--- src/rtl/dmem_arbiter.sv ---
// Data-memory arbiter: CPU MEM stage has fixed priority, DMA port
// gets one forced slot after STARVE_LIMIT consecutive denied cycles.
module dmem_arbiter #(
  parameter int STARVE_LIMIT = 4,
  parameter int CNT_WIDTH    = 8
) (
  input  logic                 clk,
  input  logic                 rst,
  input  logic                 cpu_rd,
  input  logic                 cpu_wr,
  input  logic [31:0]          cpu_addr,
  input  logic [31:0]          cpu_wdata,
  output logic [31:0]          cpu_rdata,
  output logic                 cpu_stall,
  input  logic                 dma_req,
  input  logic                 dma_we,
  input  logic [31:0]          dma_addr,
  input  logic [31:0]          dma_wdata,
  output logic                 dma_gnt,
  output logic [31:0]          dma_rdata,
  output logic                 dma_rvalid,
  output logic [CNT_WIDTH-1:0] dma_grant_count,
  output logic                 mem_rd,
  output logic                 mem_wr,
  output logic [31:0]          mem_addr,
  output logic [31:0]          mem_wdata,
  input  logic [31:0]          mem_rdata
);

  typedef enum logic {
    NORMAL,
    FORCE
  } state_t;

  localparam logic [CNT_WIDTH-1:0] LIMIT_M1 =
    CNT_WIDTH'(STARVE_LIMIT - 1);
  localparam logic [CNT_WIDTH-1:0] ONE = CNT_WIDTH'(1);
  localparam logic [CNT_WIDTH-1:0] CNT_MAX = '1;

  state_t               state;
  logic [CNT_WIDTH-1:0] starve_cnt;
  logic                 cpu_act;
  logic                 own_cpu;
  logic                 own_dma;
  logic                 denied;
  logic                 dma_read;

  // Owner is resolved from live inputs; nobody owns the bus in reset.
  always_comb begin
    cpu_act = cpu_rd | cpu_wr;
    own_cpu = 1'b0;
    own_dma = 1'b0;
    if (rst) begin
      if (state == FORCE && dma_req)
        own_dma = 1'b1;
      else if (cpu_act)
        own_cpu = 1'b1;
      else if (dma_req)
        own_dma = 1'b1;
    end
  end

  assign denied   = rst & dma_req & ~own_dma;
  assign dma_read = own_dma & ~dma_we;

  assign dma_gnt   = own_dma;
  assign cpu_stall = own_dma & cpu_act;

  always_comb begin
    mem_rd    = 1'b0;
    mem_wr    = 1'b0;
    mem_addr  = cpu_addr;
    mem_wdata = cpu_wdata;
    cpu_rdata = '0;
    if (own_cpu) begin
      mem_rd    = cpu_rd;
      mem_wr    = cpu_wr;
      cpu_rdata = mem_rdata;
    end else if (own_dma) begin
      mem_rd    = ~dma_we;
      mem_wr    = dma_we;
      mem_addr  = dma_addr;
      mem_wdata = dma_wdata;
    end
  end

  // FORCE never lasts more than one cycle.
  always_ff @(posedge clk or negedge rst) begin
    if (!rst) begin
      state           <= NORMAL;
      starve_cnt      <= '0;
      dma_rdata       <= '0;
      dma_rvalid      <= 1'b0;
      dma_grant_count <= '0;
    end else begin
      state      <= NORMAL;
      starve_cnt <= '0;
      if (denied) begin
        if (starve_cnt == LIMIT_M1)
          state <= FORCE;
        else
          starve_cnt <= starve_cnt + ONE;
      end
      dma_rvalid <= dma_read;
      if (dma_read)
        dma_rdata <= mem_rdata;
      if (own_dma && dma_grant_count != CNT_MAX)
        dma_grant_count <= dma_grant_count + ONE;
    end
  end

endmodule
--- config.mk ---
export PLATFORM = sky130hd
export DESIGN_NAME = dmem_arbiter
export DESIGN_NICKNAME = d
export VERILOG_FILES = /design/src/rtl/dmem_arbiter.sv
export SDC_FILE = /design/constraint.sdc
export NUM_CORES = 1
export LEC_CHECK = 0
export ABC_CLOCK_PERIOD_IN_PS = 4210
export CAP_MARGIN = 10
export CORE_AREA = 2 2 121 123
export DETAILED_ROUTE_END_ITERATION = 16
export DIE_AREA = 0 0 123 125
export SKIP_LAST_GASP = 1
export SYNTH_ARGS = -nofsm -noshare
export SYNTH_HDL_FRONTEND = slang
export SYNTH_SLANG_ARGS = --single-unit
--- constraint.sdc ---
create_clock -name clk -period 4.21 [get_ports clk]
set_input_delay 0.842 -clock clk [delete_from_list [all_inputs] [get_ports clk]]
set_output_delay 0.842 -clock clk [all_outputs]
set_load 0.05 [all_outputs]
==> flow_summary.html <==
<table>
<tr><th>Metric</th><th>Value</th></tr>
<tr><th colspan="2">STA</th></tr>
<tr><td>Post-route fraction of the period consumed by the critical path</td><td>0.888</td></tr>
<tr><td>Number of slew-limit violations in the final report</td><td>0</td></tr>
<tr><td>Tmin final</td><td>3740 ps</td></tr>
<tr><td>Maximum clock skew at final layout</td><td>7.21 ps</td></tr>
<tr><td>Hold Worst Slack</td><td>508 ps</td></tr>
<tr><td>Number of failing hold endpoints at the final stage</td><td>0</td></tr>
<tr><td>Unrepaired setup endpoints after global routing</td><td>no</td></tr>
<tr><td>Slew margin rel.</td><td>0.532</td></tr>
<tr><td>Final-report setup violation count</td><td>0</td></tr>
<tr><td>Maximum achievable frequency</td><td>268 MHz</td></tr>
<tr><td>Setup_tns</td><td>0 ps</td></tr>
<tr><td>Slew at the pin closest to its max-slew limit</td><td>702 ps</td></tr>
<tr><th colspan="2">Floorplan</th></tr>
<tr><td>Horiz. Die Dim</td><td>123 um</td></tr>
<tr><td># rows</td><td>44</td></tr>
<tr><td>Height of the die</td><td>125 um</td></tr>
<tr><td>Initial cell density of the core</td><td>0.217</td></tr>
<tr><td>Core area</td><td>14,200 um2</td></tr>
<tr><td>Number of I/O pins</td><td>307</td></tr>
<tr><td>Die area</td><td>15,400 um2</td></tr>
<tr><th colspan="2">GRT</th></tr>
<tr><td>Initial antenna violation count</td><td>2</td></tr>
<tr><td>GRT Util Overall</td><td>0.174</td></tr>
<tr><td>Number of global-route vias before repair</td><td>3,785</td></tr>
<tr><td>Wire length of the first global-routing pass</td><td>20,600 um</td></tr>
<tr><td>Overflow left after global routing</td><td>0</td></tr>
<tr><td>Maximum number of pins on one net before global-route repair</td><td>67</td></tr>
<tr><th colspan="2">CTS</th></tr>
<tr><td>CTS H-Tree Depth</td><td>2</td></tr>
<tr><td>CTS buffer count</td><td>5</td></tr>
<tr><td>Post-CTS clock slew at the launch and capture registers of the worst setup and hold paths</td><td>70 ps</td></tr>
<tr><td>Clock sink count</td><td>50</td></tr>
<tr><td>Maximum clock path buffer count</td><td>2</td></tr>
<tr><td>Post-CTS Setup Repair Bufs</td><td>0</td></tr>
<tr><td>Number of hold-repair buffers added at the cts stage</td><td>0</td></tr>
<tr><td>Quantity of gates resized following cts</td><td>0</td></tr>
<tr><td>Clock root cell</td><td>sky130_fd_sc_hd__clkbuf_16</td></tr>
<tr><td>Clock tree from TritonCTS</td><td>done</td></tr>
<tr><td>Clock latency of the later-clocked register in the worst-skew pair</td><td>290 ps</td></tr>
<tr><th colspan="2">Critical path</th></tr>
<tr><td>Critical R2R Launch</td><td>state</td></tr>
<tr><td>Path type of the worst setup path</td><td>in -&gt; out</td></tr>
<tr><td>Signal arrival time at the worst endpoint</td><td>2900 ps</td></tr>
<tr><td>R2r worst-path depth</td><td>5</td></tr>
<tr><td>Critical Path RT</td><td>3370 ps</td></tr>
<tr><td>Type of origin of the critical path</td><td>input pin</td></tr>
<tr><td>Largest fanout of any net on the critical path</td><td>34</td></tr>
<tr><td>Capturing element type of the critical path</td><td>primary output</td></tr>
<tr><td>Worst setup startpoint</td><td>cpu_rd</td></tr>
<tr><th colspan="2">Hold path</th></tr>
<tr><td>Worst hold path type</td><td>reg -&gt; reg</td></tr>
<tr><td>Hold Path Origin</td><td>dma_rdata[25]</td></tr>
<tr><td>Hold Path Cell Cnt</td><td>1</td></tr>
<tr><th colspan="2">Synthesis</th></tr>
<tr><td>Number of synthesis warnings</td><td>0</td></tr>
<tr><td>Count of unique library cells instantiated by Yosys</td><td>29</td></tr>
<tr><td>Sequential fraction of the synthesis area</td><td>0.405</td></tr>
<tr><td>Synth Cell Area</td><td>3090 um2</td></tr>
<tr><td>Number of instances in the synthesized netlist</td><td>393</td></tr>
<tr><td>Avg Cell Area, Syn</td><td>7.86 um2</td></tr>
<tr><td>Synth Register Bits</td><td>50</td></tr>
<tr><td>Net Count, Synth</td><td>562</td></tr>
<tr><th colspan="2">Power</th></tr>
<tr><td>Static Leakage</td><td>3.18 nW</td></tr>
<tr><td>Peak supply drop</td><td>0.262 mV</td></tr>
<tr><td>Total power divided by cell area</td><td>330 nW/um2</td></tr>
<tr><td>Final total power</td><td>0.00235 W</td></tr>
<tr><th colspan="2">Route</th></tr>
<tr><td>Post-route DRC</td><td>0</td></tr>
<tr><td>Post-DRT Antenna Nets</td><td>0</td></tr>
<tr><td>Final WL</td><td>14,200 um</td></tr>
<tr><td>Violation count after the first detailed-route iteration</td><td>149</td></tr>
<tr><td>Pre-Repair DR Iteration Count</td><td>4</td></tr>
<tr><td>Routed length per instance</td><td>16.2 um</td></tr>
<tr><td>DR vias/cell</td><td>4.24</td></tr>
<tr><td>Total number of vias</td><td>3,720</td></tr>
<tr><th colspan="2">Place</th></tr>
<tr><td>Number of cells in the design after placement</td><td>868</td></tr>
<tr><td>Final GP Congestion</td><td>0.788</td></tr>
<tr><td>Detailed placement HPWL</td><td>11,300 um</td></tr>
<tr><td>Total of buffers placed on input and output ports</td><td>306</td></tr>
<tr><th colspan="2">Status</th></tr>
<tr><td>Outcome</td><td>complete, no violations</td></tr>
<tr><th colspan="2">Final layout</th></tr>
<tr><td>Final cell utilization of the core</td><td>0.501</td></tr>
<tr><td>Highest-count cells in the layout ignoring fill and taps</td><td>238 x sky130_fd_sc_hd__clkdlybuf4s50_1, 199 x sky130_fd_sc_hd__nand2_1, 67 x sky130_fd_sc_hd__buf_12</td></tr>
<tr><td>Final layout net count</td><td>860</td></tr>
<tr><td>Share of post-route cells with drive strength above 1</td><td>0.172</td></tr>
<tr><td>Commonest non-fill, non-tap cell in the layout</td><td>sky130_fd_sc_hd__clkdlybuf4s50_1</td></tr>
<tr><td>Area growth from synthesis to layout</td><td>130%</td></tr>
<tr><td>Number of non-filler instances in the completed layout</td><td>877</td></tr>
<tr><th colspan="2">Job</th></tr>
<tr><td>Max-cap violation count</td><td>0</td></tr>
</table>
cells in the mapped netlist:
cell	instances	area [um2]
sky130_fd_sc_hd__a21o_1	1	7.51
sky130_fd_sc_hd__a21oi_1	2	10.0
sky130_fd_sc_hd__a22o_1	1	8.76
sky130_fd_sc_hd__a31oi_1	1	6.26
sky130_fd_sc_hd__and2_1	33	206
sky130_fd_sc_hd__and3_1	4	25.0
sky130_fd_sc_hd__and4_1	1	8.76
sky130_fd_sc_hd__buf_2	2	10.0
sky130_fd_sc_hd__buf_4	6	45.0
sky130_fd_sc_hd__buf_6	3	33.8
sky130_fd_sc_hd__clkbuf_1	9	33.8
sky130_fd_sc_hd__dfrtp_1	50	1250
sky130_fd_sc_hd__ha_1	3	37.5
sky130_fd_sc_hd__inv_1	1	3.75
sky130_fd_sc_hd__inv_2	1	3.75
sky130_fd_sc_hd__mux2_2	36	405
sky130_fd_sc_hd__nand2_1	199	747
sky130_fd_sc_hd__nand2b_1	1	6.26
sky130_fd_sc_hd__nand3_1	10	50.1
sky130_fd_sc_hd__nand4_1	2	12.5
sky130_fd_sc_hd__nor2_1	10	37.5
sky130_fd_sc_hd__nor2_4	1	11.3
sky130_fd_sc_hd__nor3_1	3	15.0
sky130_fd_sc_hd__nor4b_1	1	8.76
sky130_fd_sc_hd__o211ai_1	1	7.51
sky130_fd_sc_hd__o211ai_2	1	12.5
sky130_fd_sc_hd__o21ai_0	1	5.00
sky130_fd_sc_hd__xnor2_1	4	35.0
sky130_fd_sc_hd__xor2_1	5	43.8
state kept, by name, summed over array words and instances (netlist names):
signal           flops
starve_cnt           8
dma_grant_count      8
state                1
dma_rvalid           1
dma_rdata           32
logic make-up after synthesis:
group,synth area share
AOI/OAI and AO/OA,0.0186
xor gates and xnor gates,0.0255
adders and majority gates,0.0122
buffers and inverters,0.0421
DFF,0.405
muxes,0.131
and+or+nand+nor,0.365
power by group:
part           leakage (nW)  switching [W]  internal, W
clock                0.0630       0.000165     0.000217
combinational          2.48       0.000764     0.000567
sequential            0.637      0.0000603     0.000571
total                  3.18       0.000990      0.00136
layout make-up:
class	instances	area (um2)
Sequential cell	50	1250
Fill cell	1285	7090
Clock buffer	6	129
Antenna cell	2	5.00
Multi-Input combinational cell	321	1720
Timing Repair Buffer	311	3770
Clock inverter	1	7.51
Inverter	2	7.51
Tap cell	184	230
routing by layer:
layer / up-vias / global-route usage / wire, um
met2: 187 / 0.305 / 6850
met4: 0 / 0.0608 / 393
met5: - / 0 / 0
met3: 16 / 0.0584 / 1550
met1: 1672 / 0.195 / 5390
li1: 1845 / - / -
worst paths after layout:
check,endpoint,slack (ps)
worst max register to register,dma_rdata[13],2190
worst min register to register,dma_rdata[25],510
min in group asynchronous,dma_rdata[26],770
worst min-delay path,dma_rdata[25],510
worst max-delay path,cpu_rdata[10],470
max in group asynchronous,dma_grant_count[2],3020
critical path, cell delays in order:
cell	delay (ps)
sky130_fd_sc_hd__clkdlybuf4s50_1	530
sky130_fd_sc_hd__o21ai_0	130
sky130_fd_sc_hd__a21oi_2	110
sky130_fd_sc_hd__buf_4	270
sky130_fd_sc_hd__and2_1	180
sky130_fd_sc_hd__clkdlybuf4s50_1	810
through the flow:
stage                     worst slack [ps]  instance area [um2]
after global placement                 522                 6980
after global routing                   365                 7110
after detailed placement               457                 6980
after floorplan                       1020                 3090
after CTS                              451                 7110
final                                  472                 7120
(Power assumes the default switching activity.)
